File: config.mk
export PLATFORM = sky130hd
export DESIGN_NAME = serie_paralelo_sync
export DESIGN_NICKNAME = d
export VERILOG_FILES = /design/src/rtl/sp_pkg.sv /design/src/rtl/sp_sync_fsm.sv /design/src/rtl/serie_paralelo_sync.sv
export SDC_FILE = /design/constraint.sdc
export NUM_CORES = 1
export LEC_CHECK = 0
export ABC_CLOCK_PERIOD_IN_PS = 3540
export CELL_PAD_IN_SITES_DETAIL_PLACEMENT = 1
export CELL_PAD_IN_SITES_GLOBAL_PLACEMENT = 2
export CORE_MARGIN = 3
export CORE_UTILIZATION = 48
export CTS_BUF_LIST = sky130_fd_sc_hd__clkbuf_8
export CTS_CLUSTER_DIAMETER = 50
export DETAILED_ROUTE_END_ITERATION = 16
export DONT_BUFFER_PORTS = 1
export HOLD_SLACK_MARGIN = 0.12
export PLACE_DENSITY_LB_ADDON = 0.08
export SLEW_MARGIN = 40
export SYNTH_ARGS = -nofsm -noshare
export SYNTH_HDL_FRONTEND = slang
export SYNTH_SLANG_ARGS = --single-unit
File: constraint.sdc
create_clock -name clk_8f -period 3.54 [get_ports clk_8f]
set_input_delay 0.708 -clock clk_8f [delete_from_list [all_inputs] [get_ports clk_8f]]
set_output_delay 0.708 -clock clk_8f [all_outputs]
set_load 0.03 [all_outputs]
File: src/rtl/sp_pkg.sv
// sp_pkg: shared state encoding and default parameters for the serial-to-parallel aligner.
package sp_pkg;

    typedef enum logic [1:0] {
        HUNT       = 2'd0,
        SYNC_CHECK = 2'd1,
        LOCKED     = 2'd2
    } sp_state_t;

    localparam int         SP_WIDTH      = 8;
    localparam logic [7:0] SP_SYNC_WORD  = 8'hBC;
    localparam int         SP_LOCK_COUNT = 4;

endpackage

File: src/rtl/sp_sync_fsm.sv
// sp_sync_fsm: hunt / sync-check / locked sequencing with the word-boundary bit counter.
module sp_sync_fsm
    import sp_pkg::*;
#(
    parameter int WIDTH      = SP_WIDTH,
    parameter int LOCK_COUNT = SP_LOCK_COUNT
) (
    input  logic clk_8f,
    input  logic reset,
    input  logic match_i,
    input  logic resync_i,
    output logic boundary_o,
    output logic locked_o
);

    localparam int BW = $clog2(WIDTH);
    localparam int MW = $clog2(LOCK_COUNT + 1);

    sp_state_t       state_q, state_d;
    logic [BW-1:0]   bit_cnt_q, bit_cnt_d;
    logic [MW-1:0]   match_cnt_q, match_cnt_d;

    assign boundary_o = bit_cnt_q == BW'(WIDTH - 1);
    assign locked_o   = state_q == LOCKED;

    always_comb begin
        state_d     = state_q;
        match_cnt_d = match_cnt_q;
        bit_cnt_d   = boundary_o ? '0 : bit_cnt_q + 1'b1;
        if (resync_i) begin
            state_d     = HUNT;
            match_cnt_d = '0;
        end else begin
            case (state_q)
                HUNT: begin
                    if (match_i) begin
                        bit_cnt_d   = '0;
                        match_cnt_d = MW'(1);
                        state_d     = (LOCK_COUNT == 1) ? LOCKED : SYNC_CHECK;
                    end
                end
                SYNC_CHECK: begin
                    if (boundary_o && match_i) begin
                        match_cnt_d = match_cnt_q + 1'b1;
                        state_d     = (match_cnt_d == MW'(LOCK_COUNT)) ? LOCKED : SYNC_CHECK;
                    end else if (boundary_o) begin
                        match_cnt_d = '0;
                        state_d     = HUNT;
                    end
                end
                LOCKED: ;
                default: state_d = HUNT;
            endcase
        end
    end

    always_ff @(posedge clk_8f or posedge reset) begin
        if (reset) begin
            state_q     <= HUNT;
            bit_cnt_q   <= '0;
            match_cnt_q <= '0;
        end else begin
            state_q     <= state_d;
            bit_cnt_q   <= bit_cnt_d;
            match_cnt_q <= match_cnt_d;
        end
    end

endmodule

File: src/rtl/serie_paralelo_sync.sv
// serie_paralelo_sync: bit-rate serial-to-parallel converter with sync-word alignment and lock.
// Define SP_DROP_IDLE_EN to suppress delivery of sync words seen at boundaries while locked.
module serie_paralelo_sync
    import sp_pkg::*;
#(
    parameter int               WIDTH      = SP_WIDTH,
    parameter logic [WIDTH-1:0] SYNC_WORD  = WIDTH'(SP_SYNC_WORD),
    parameter int               LOCK_COUNT = SP_LOCK_COUNT
) (
    input  logic             clk_8f,
    input  logic             reset,
    input  logic             data_in,
    input  logic             resync,
    output logic             valid_out_c,
    output logic [WIDTH-1:0] parallel_out_c,
    output logic             locked_out
);

    localparam int FW = $clog2(WIDTH + 1);

    logic [WIDTH-1:0] shift_q, next_word, par_q, par_d;
    logic [FW-1:0]    fill_q, fill_d;
    logic             valid_q, valid_d;
    logic             is_sync, match, boundary, locked, idle, deliver;

    assign next_word = {shift_q[WIDTH-2:0], data_in};
    assign is_sync   = next_word == SYNC_WORD;
    // The current bit completes the window once WIDTH-1 bits are already held.
    assign match     = is_sync && (fill_q >= FW'(WIDTH - 1));

`ifdef SP_DROP_IDLE_EN
    assign idle = is_sync;
`else
    assign idle = 1'b0;
`endif

    sp_sync_fsm #(
        .WIDTH      (WIDTH),
        .LOCK_COUNT (LOCK_COUNT)
    ) u_fsm (
        .clk_8f     (clk_8f),
        .reset      (reset),
        .match_i    (match),
        .resync_i   (resync),
        .boundary_o (boundary),
        .locked_o   (locked)
    );

    always_comb begin
        fill_d  = (fill_q == FW'(WIDTH)) ? fill_q : fill_q + 1'b1;
        deliver = locked && boundary && !resync && !idle;
        valid_d = deliver;
        par_d   = deliver ? next_word : par_q;
    end

    always_ff @(posedge clk_8f or posedge reset) begin
        if (reset) begin
            shift_q <= '0;
            fill_q  <= '0;
            valid_q <= 1'b0;
            par_q   <= '0;
        end else begin
            shift_q <= next_word;
            fill_q  <= fill_d;
            valid_q <= valid_d;
            par_q   <= par_d;
        end
    end

    assign valid_out_c    = valid_q;
    assign parallel_out_c = par_q;
    assign locked_out     = locked;

endmodule

==> results.md, run 1 <==
* Total power at 0.563 mW
* FMAX at 498 MHz
* Worst slew margin at 59.3%
* Sw Ratio at 20.3%
* Clk slew on worst S/H paths at 0.09 ns
* CTS tree: yes
* Comb pwr share at 4.8%
* Die area at 3050 um2
* Final HPWL DP at 1.42 mm
* Synthesized area per cell at 13.3 um2
* Sequential power share at 61.2%
* R2R Setup Slk at 1.71 ns
* Critical path data arrival time at 1.30 ns
* Hold Vio Cnt, Final at 0
* Final setup fails at 0
* Synthesized flop and latch total at 28
* Commonest cells after routing, fill and taps aside: dfrtp_1, mux2_2, ha_1
* Worst setup SP type: register
* Cell Count, Final, Fillers Out at 117
* Max-slew violations at 0
* Final Wtd Congestion at 0.701
* Initial antenna violation count at 0
* Clock root buffer master: clkbuf_8
* Mapped Cells at 87
* Post-CTS sizing at 0
* Fin worst setup slack at 1.53 ns
* Vias in the first global route at 706
* Vias at 661
* Post-route ant nets at 0
* Syn Nets at 97
* CORE AREA at 2250 um2
* Starting Density at 51.5%
* Yosys Warn Count at 0
* Wire per inst at 15.9 um
* P_int at 0.448 mW
* Yosys top cell area share at 60.3%
* RSZ-0062 raised after global routing: false
* Leading cell type in the layout, fill and taps excluded: dfrtp_1
* Overflow after GRT at 0
* Hold Crit Class: in -> async
* Clk pwr share at 34.0%
* Critical Path Sink Type: output pin
* Residual DRC count at 0
* Placement Setup Slack at 1.69 ns
* Largest net degree at the start of global routing at 29
* VDD IR-drop max at 0.295 mV
* CTS HTree Levels at 1
* # rows at 17
* Seq/Total Area, Yosys at 60.3%
* Postcts setup bufs at 0
* ANT cells at 0
* Fin crit share at 56.8%
* Worst-margin pin slew at 0.608 ns
* First-pass GRT wire length at 3.06 mm
* Die height at 55.2 um
* CTS Buffer Depth at 2
* Status: finished, final reports clean
* Unique masters post-synth at 27
* Mapped Area at 1160 um2
* Gr usage total at 14.4%
* IO Pins at 14
* Max Cap Violations at 0
* Placed Cells at 113
* Port-buffer cells at 0
* Hold Buf Count CTS at 0
* DR vias/cell at 5.65
* WP data required at 2.83 ns
* Pwr Density at 453 nW/um2
* Min cycle time layout at 2.01 ns
* Top FF cell, synth: dfrtp_1
* Synth area leaders: dfrtp_1, mux2_2, ha_1, nor4b_4, a21oi_1
* Reg-to-reg endpoint: parallel_out_c[4]
* Synth area leader: dfrtp_1
* Worst R2R Start: u_fsm.bit_cnt_q[0]
* Setup_tns at 0 ns
* Crit Path Class: reg -> out
* CP max stage cell: nor2_1
* Crit-path max FO at 6
* Pleak at 0.587 nW
* R2r worst-path depth at 4
* Inserted Clock Buffers at 3
* Share of layout cells above drive strength 1 at 21.3%
* Area delta synth->final at 6.90%
* Count of routing violations after the opening detailed-route iteration at 8
* Worst-Skew Late Latency at 0.27 ns
* Post-Route WL at 1.86 mm
* FFs w/ async S/R, synth at 100%
* Hold slack at 0.364 ns
* TritonRoute pass-1 iters at 4
* Largest stage delay on the critical path at 0.48 ns
* NumNets Final at 100
* Post-synth EDFFs at 0
* Sw power at 0.114 mW
* Width of the chip at 55.2 um
* Max Clock Skew at 0.00915 ns
* Worst path cell trace: inv_2 > nor2_1
* Clock Sinks at 28
-- Yosys cell counts, types with 2 or more instances --
| library cell | count |
|---|---|
| dfrtp_1 | 28 |
| mux2_2 | 10 |
| ha_1 | 6 |
| a21oi_1 | 4 |
| nand2_1 | 4 |
| nor2_1 | 4 |
| inv_1 | 3 |
| nor3_1 | 3 |
| a211oi_1 | 2 |
| a32o_1 | 2 |
| and2_1 | 2 |
| nand3_1 | 2 |
| o21ai_0 | 2 |
| xnor2_1 | 2 |
-- critical path: cells and delay by family (launching register included) --
kind                   cells  cell delay, ns
flip-flops                 1            0.46
AND/OR/NAND/NOR            1            0.48
buffers and inverters      1            0.09
-- registers in the layout, summed over array words and instances, names as in the netlist --
| signal | flops |
|---|---|
| parallel_out_c | 8 |
| shift_q | 7 |
| fill_q | 4 |
| u_fsm.bit_cnt_q | 3 |
| u_fsm.match_cnt_q | 3 |
| u_fsm.state_q | 2 |
| valid_out_c | 1 |
-- final cells by class --
class	instances	area (um2)
inverters	4	15.0
well taps	28	35.0
clock buffers	4	55.1
fillers	242	1010
flip-flops and latches	28	701
multi-input cells	53	435
-- metal layers --
metal	routed length [um]	share of wire (%)	track usage, %
met4	12	0.65	5.26
met1	829	45	18.1
met5	0	0	0
met2	955	51	23.8
met3	58	3.1	3.75
-- power groups by stage --
stage,registers (mW),clock network [mW],logic (mW)
floorplan,0.348,0,0.0237
global placement,0.351,0,0.0280
detailed placement,0.351,0,0.0284
CTS,0.345,0.197,0.0284
global route,0.347,0.209,0.0327
finish,0.344,0.192,0.0270
-- kinds of logic after synthesis --
family | Yosys count | share of synthesized area [%]
compound gates | 12 | 6.79
xor+xnor | 3 | 2.26
fa+ha+maj | 6 | 6.47
buf+inv | 6 | 2.15
flops | 28 | 60.3
mux | 10 | 9.70
simple gates | 22 | 12.3
-- through the flow --
step,util [%],cell area (um2)
after floorplan,-,1160
after global placement,52.6,1190
after detailed placement,52.6,1190
after CTS,55.0,1240
after global routing,55.0,1240
final,55.0,1240
-- how the worst max path moves through the flow --
stage                  startpoint                end  slack, ns  cells after the start
3_5_place_dp   u_fsm.bit_cnt_q[0]  parallel_out_c[4]       1.69                      4
2_1_floorplan              resync  parallel_out_c[0]       1.71                      3
5_1_grt          u_fsm.state_q[1]         locked_out       1.44                      2
4_1_cts          u_fsm.state_q[1]         locked_out       1.52                      2
6_report         u_fsm.state_q[1]         locked_out       1.53                      2
3_3_place_gp               resync  parallel_out_c[1]       1.76                      2
No activity file was read; power rests on OpenSTA's default activity.
==> run 2: changes to the inputs <==
--- a/config.mk
+++ b/config.mk
@@ -5,11 +5,11 @@
 export SDC_FILE = /design/constraint.sdc
 export NUM_CORES = 1
 export LEC_CHECK = 0
-export ABC_CLOCK_PERIOD_IN_PS = 3540
+export ABC_CLOCK_PERIOD_IN_PS = 2000
 export CELL_PAD_IN_SITES_DETAIL_PLACEMENT = 1
 export CELL_PAD_IN_SITES_GLOBAL_PLACEMENT = 2
 export CORE_MARGIN = 3
-export CORE_UTILIZATION = 48
+export CORE_UTILIZATION = 44
 export CTS_BUF_LIST = sky130_fd_sc_hd__clkbuf_8
 export CTS_CLUSTER_DIAMETER = 50
 export DETAILED_ROUTE_END_ITERATION = 16
==> constraint.sdc (replaced) <==
create_clock -name clk_8f -period 2 [get_ports clk_8f]
set_input_delay 0.4 -clock clk_8f [delete_from_list [all_inputs] [get_ports clk_8f]]
set_output_delay 0.4 -clock clk_8f [all_outputs]
set_load 0.03 [all_outputs]
==> run 2 against run 1 <==
Effect of this change: sequential share of layout area decreased by 2.1 points; via count increased by 2.1%; final area increased by 3.9%; global-route usage decreased by 1.1 points; count of clock-buffer cells in the layout decreased by 1; first-iteration DRC count increased by 25%; worst setup slack got worse by 1.2 ns; combinational power increased by 97%.
==> results.md, run 2 (synthesized netlist as in run 1, its figures left out) <==
* Worst slew margin at 69.4% (+10 points)
* Crit path buf inv count at 1 (unchanged)
* First-pass GRT wire length at 3.34 mm (+9.0%)
* # rows at 17 (unchanged)
* Clk slew on worst S/H paths at 0.09 ns (about the same)
* Gr usage total at 13.3% (-1.1 points)
* Width of the chip at 57.4 um (+4.0%)
* WP data required at 2.16 ns (-0.67 ns)
* Critical Path Sink Type: register
* Pwr Density at 849 nW/um2 (+87%)
* Crit path launch: u_fsm.bit_cnt_q[0]
* Crit-path max FO at 9 (+3)
* Post-Route WL at 1.91 mm (+2.7%)
* Residual DRC count at 0 (unchanged)
* Overflow after GRT at 0 (unchanged)
* RSZ-0062 raised after global routing: false
* Hold Vio Cnt, Final at 0 (unchanged)
* R2r worst-path depth at 5 (+1)
* CORE AREA at 2360 um2 (+4.7%)
* Max Clock Skew at 0.000888 ns (-0.00827 ns)
* Starting Density at 49.2% (-2.3 points)
* Critical path data arrival time at 1.82 ns (+0.52 ns)
* Min-delay src: data_in
* Inserted Clock Buffers at 3 (unchanged)
* Area delta synth->final at 11.1%
* Worst R2R Start: u_fsm.bit_cnt_q[0]
* Cell Count, Final, Fillers Out at 121 (+3.4%)
* Commonest cells after routing, fill and taps aside: dfrtp_1, mux2_2, ha_1
* Port-buffer cells at 0 (unchanged)
* R2R Setup Slk at 0.34 ns (-1.37 ns)
* Vias in the first global route at 716 (+1.4%)
* Worst-margin pin slew at 0.456 ns (-0.152 ns)
* Leading cell type in the layout, fill and taps excluded: dfrtp_1
* Hold Crit Class: in -> reg
* CP delay by family, top: adder cells
* Max Cap Violations at 0 (unchanged)
* Reg-to-reg endpoint: parallel_out_c[0]
* Postcts setup bufs at 0 (unchanged)
* Total power at 1.10 mW (+95%)
* Worst-Skew Late Latency at 0.27 ns (about the same)
* Worst path cell trace: ha_1 > ha_1 > nor4b_4 > buf_4 > mux2_2
* VDD IR-drop max at 0.521 mV (+77%)
* Placement Cell Area at 1210 um2 (+1.9%)
* Worst setup SP type: register
* Largest register FFs at 8 (unchanged)
* CP max stage cell: dfrtp_1
* CTS HTree Levels at 1 (unchanged)
* CP dominant cell by count: ha_1
* Clock Sinks at 28 (unchanged)
* IO Pins at 14 (unchanged)
* Die area at 3290 um2 (+8.1%)
* Status: finished, final reports clean
* Min cycle time layout at 1.66 ns
* Post-CTS sizing at 0 (unchanged)
* TritonRoute pass-1 iters at 2 (-2)
* Hold path depth at 0
* Post-route ant nets at 0 (unchanged)
* Share of layout cells above drive strength 1 at 22.6% (+1.2 points)
* Setup_tns at 0 ns (unchanged)
* Count of routing violations after the opening detailed-route iteration at 10 (+2)
* Final Wtd Congestion at 0.734 (+4.8%)
* Levels on crit path at 5 (+3)
* Final setup fails at 0 (unchanged)
* CTS Buffer Depth at 2 (unchanged)
* Final HPWL DP at 1.39 mm (-2.2%)
* FMAX at 602 MHz
* Fillers at 245 (+1.2%)
* Largest net degree at the start of global routing at 29 (unchanged)
* Hold EP: shift_q[0]
* Largest stage delay on the critical path at 0.37 ns (-0.11 ns)
* Die height at 57.4 um (+4.0%)
* ANT cells at 0 (unchanged)
* Vias at 675 (+2.1%)
* Initial antenna violation count at 0 (unchanged)
* DR vias/cell at 5.58 (-1.3%)
* Clock root buffer master: clkbuf_8
* NumNets Final at 104 (+4.0%)
* Crit Path Class: reg -> reg
* Final Core Density at 54.6% (-0.41 points)
* Final instance area at 1290 um2 (+3.9%)
* Wire per inst at 15.8 um (-0.70%)
* Pleak at 0.615 nW (+4.8%)
* Placed Cells at 116 (+2.7%)
* Fin crit share at 83.1%
* Max-slew violations at 0 (unchanged)
* CTS tree: yes
==> run 2: layer usage <==
layer / wire length [um] / vias to the layer above / GRT usage [%]
li1: - / 318 / -
met1: 919 / 342 / 17.8
met2: 884 / 10 / 19.8
met3: 67 / 5 / 3.85
met4: 34 / 0 / 5.96
met5: 0 / - / 0
==> run 2: power breakdown <==
group / internal (mW) / total, mW / leakage [nW] / switching [mW]
sequential: 0.596 / 0.609 / 0.365 / 0.0131
combinational: 0.0253 / 0.0532 / 0.214 / 0.0279
clock: 0.268 / 0.433 / 0.0357 / 0.165
==> run 2: through the flow <==
stage | hold slack, ns | setup slack (ns)
6_report | 0.150 | 0.339
5_1_grt | 0.129 | 0.166
4_1_cts | 0.141 | 0.316
3_5_place_dp | 0.378 | 0.330
3_3_place_gp | 0.375 | 0.391
2_1_floorplan | 0.361 | 0.392
==> run 2: worst max path at each step <==
stage / end / slack (ns)
after CTS: parallel_out_c[1] / 0.32
final: parallel_out_c[0] / 0.34
after global placement: u_fsm.match_cnt_q[0] / 0.39
after global routing: u_fsm.match_cnt_q[0] / 0.17
after floorplan: parallel_out_c[0] / 0.39
after detailed placement: parallel_out_c[1] / 0.33
==> run 2: layout make-up <==
type                            instances  area, um2  share of cell area [%]
Sequential cell                        28        701                    54.3
Multi-Input combinational cell         53        435                    33.8
Clock buffer                            3       41.3                    3.20
Tap cell                               28       35.0                    2.72
Timing Repair Buffer                    4       32.5                    2.52
Clock inverter                          1       30.0                    2.33
Inverter                                4       15.0                    1.16
==> run 2: repair_timing <==
item	CTS	global route
hold endpoints to repair	28	0
setup endpoints to repair	0	0
hold buffers	1	0
==> run 3: changes to the inputs <==
--- a/config.mk
+++ b/config.mk
@@ -5,11 +5,11 @@
 export SDC_FILE = /design/constraint.sdc
 export NUM_CORES = 1
 export LEC_CHECK = 0
-export ABC_CLOCK_PERIOD_IN_PS = 2000
+export ABC_CLOCK_PERIOD_IN_PS = 1400
 export CELL_PAD_IN_SITES_DETAIL_PLACEMENT = 1
 export CELL_PAD_IN_SITES_GLOBAL_PLACEMENT = 2
 export CORE_MARGIN = 3
-export CORE_UTILIZATION = 44
+export CORE_UTILIZATION = 40
 export CTS_BUF_LIST = sky130_fd_sc_hd__clkbuf_8
 export CTS_CLUSTER_DIAMETER = 50
 export DETAILED_ROUTE_END_ITERATION = 16
==> constraint.sdc (replaced) <==
create_clock -name clk_8f -period 1.4 [get_ports clk_8f]
set_input_delay 0.28 -clock clk_8f [delete_from_list [all_inputs] [get_ports clk_8f]]
set_output_delay 0.28 -clock clk_8f [all_outputs]
set_load 0.03 [all_outputs]
==> run 3 against run 2 <==
Effect of this change: the run now ends with negative setup slack left; critical path depth unchanged; first-iteration DRC count increased by 30%; final cell count increased by 18%; largest cell class unchanged.
==> results.md, run 3 (synthesized netlist as in run 1, its figures left out) <==
* CP max stage cell: dfrtp_1
* Area delta synth->final at 34.8%
* First-pass GRT wire length at 3.64 mm (+9.1%)
* Final Wtd Congestion at 0.767 (+4.5%)
* Max Clock Skew at 0.00271 ns (+0.00183 ns)
* Comb pwr share at 7.2% (+2.3 points)
* Sequential power share at 59.7% (+4.1 points)
* Gr usage total at 13.9% (+0.55 points)
* Crit Path Class: reg -> reg
* Max Cap Violations at 0 (unchanged)
* Die height at 59.9 um (+4.4%)
* IO Pins at 14 (unchanged)
* Commonest cells after routing, fill and taps aside: dfrtp_1, buf_4, mux2_2, clkbuf_8, buf_6
* Hold EP: parallel_out_c[0]
* Post-route ant nets at 0 (unchanged)
* Status: complete, but fails checks
* CORE AREA at 2610 um2 (+11%)
* Pleak at 0.719 nW (+17%)
* Sw power at 0.314 mW (+52%)
* Clk pwr share at 33.2% (-6.4 points)
* Total power at 1.48 mW (+35%)
* Max-slew violations at 0 (unchanged)
* Worst-margin pin slew at 0.366 ns (-0.0900 ns)
* P_int at 1.16 mW (+31%)
* Inserted Clock Buffers at 3 (unchanged)
* Crit path buf inv count at 1 (unchanged)
* Share of layout cells above drive strength 1 at 51.3% (+29 points)
* Largest register FFs at 8 (unchanged)
* Sw Ratio at 21.3% (+2.4 points)
* # rows at 18 (+1)
* Reg-to-reg endpoint: parallel_out_c[6]
* Worst slew margin at 75.4% (+6.0 points)
* Worst setup SP type: register
* Worst path cell trace: ha_2 > ha_4 > nor4b_4 > buf_6 > mux2_2
* CP delay by family, top: flip-flops
* Leading cell type in the layout, fill and taps excluded: dfrtp_1
* FMAX at 656 MHz (+8.9%)
* Residual DRC count at 0 (unchanged)
* ANT cells at 0 (unchanged)
* Post-Route WL at 2.26 mm (+18%)
* R2R Setup Slk at -0.13 ns (-0.46 ns)
* R2r worst-path depth at 5 (unchanged)
* NumNets Final at 124 (+19%)
* Final setup fails at 12 (+12)
* Hold path depth at 1 (+1)
* Largest net degree at the start of global routing at 29 (unchanged)
* CTS Buffer Depth at 2 (unchanged)
* Hold slack at 0.154 ns (+0.00366 ns)
* Overflow after GRT at 0 (unchanged)
* Fillers at 259 (+5.7%)
* Die area at 3590 um2 (+8.9%)
* RSZ-0062 raised after global routing: true
* Count of routing violations after the opening detailed-route iteration at 13 (+3)
* Worst R2R Start: u_fsm.bit_cnt_q[0]
* Min-delay src: data_in
* Crit-path max FO at 9 (unchanged)
* Hold Vio Cnt, Final at 0 (unchanged)
* Final Core Density at 59.9% (+5.3 points)
* Critical path data arrival time at 1.69 ns (-0.13 ns)
* Worst-Skew Late Latency at 0.27 ns (about the same)
* Largest stage delay on the critical path at 0.36 ns (about the same)
* CTS tree: yes
* VDD IR-drop max at 0.791 mV (+52%)
* Initial antenna violation count at 0 (unchanged)
* Vias at 746 (+11%)
* Starting Density at 44.4% (-4.7 points)
* Clk slew on worst S/H paths at 0.09 ns (about the same)
* Fin crit share at 109% (+26 points)
* Critical Path Sink Type: register
* Fin worst setup slack at -0.125 ns (-0.464 ns)
* WP data required at 1.56 ns (-0.60 ns)
* Port-buffer cells at 0 (unchanged)
* Pwr Density at 943 nW/um2 (+11%)
* Wire per inst at 15.8 um (+0.15%)
* Hold Crit Class: in -> reg
* Clock root buffer master: clkbuf_8
* Width of the chip at 59.9 um (+4.4%)
* DR vias/cell at 5.22 (-6.5%)
* Vias in the first global route at 762 (+6.4%)
* Final HPWL DP at 1.46 mm (+5.4%)
* TritonRoute pass-1 iters at 2 (unchanged)
* CTS HTree Levels at 1 (unchanged)
* Violated checks: negative setup slack
* Clock Sinks at 28 (unchanged)
* Min cycle time layout at 1.53 ns (-0.136 ns)
run 3: power groups by stage:
stage | combinational [mW] | clock, mW | sequential (mW)
floorplan | 0.0655 | 0 | 0.889
global placement | 0.0911 | 0 | 0.896
detailed placement | 0.0920 | 0 | 0.896
CTS | 0.100 | 0.509 | 0.881
global route | 0.125 | 0.538 | 0.885
finish | 0.106 | 0.489 | 0.880
run 3: what timing repair did:
item | 4_1_cts | 5_1_grt
hold buffers | 3 | 0
hold endpoints to repair | 32 | 0
pin swaps | 3 | 7
setup endpoints to repair | 14 | 18
buffers inserted | 3 | 3
resized for setup | 12 | 15
run 3: per-layer routing:
layer / global-route usage (%) / part of all wire (%) / vias to the layer above
li1: - / - / 355
met1: 19.9 / 45 / 378
met2: 20.4 / 51 / 9
met4: 4.75 / 0.84 / 0
met5: 0 / 0 / -
met3: 3.46 / 3.1 / 4
run 3: worst register-to-register path, stage by stage (launching register included):
cell and delay, ns:
dfrtp_1 0.36, ha_2 0.19, ha_4 0.14, nor4b_4 0.21, buf_6 0.18, mux2_2 0.34
run 3: per-stage QoR:
step / TNS [ns] / instance area, um2 / instances / setup WS, ns
finish: -1.12 / 1570 / 143 / -0.125
global route: -2.12 / 1570 / 143 / -0.205
CTS: -1.13 / 1460 / 140 / -0.132
detailed placement: -1.31 / 1320 / 130 / -0.142
global placement: -0.944 / 1320 / 130 / -0.106
floorplan: -1.41 / 1180 / 87 / -0.183
run 3: cell type report:
class,instances,area (um2),share of cell area [%]
clock buffers,4,55.1,3.52
repair buffers,24,203,12.9
inverters,4,15.0,0.959
well taps,30,37.5,2.40
flip-flops and latches,28,701,44.8
multi-input cells,53,554,35.4
run 3: worst max path at each step:
stage                                 endpoint                from  cells after the start
final                        parallel_out_c[6]  u_fsm.bit_cnt_q[0]                      5
after global routing      u_fsm.match_cnt_q[0]  u_fsm.bit_cnt_q[0]                      7
after CTS                    parallel_out_c[7]  u_fsm.bit_cnt_q[0]                      5
after detailed placement     parallel_out_c[2]  u_fsm.bit_cnt_q[0]                      5
after global placement       parallel_out_c[3]  u_fsm.bit_cnt_q[0]                      5
after floorplan              parallel_out_c[0]  u_fsm.bit_cnt_q[0]                      4
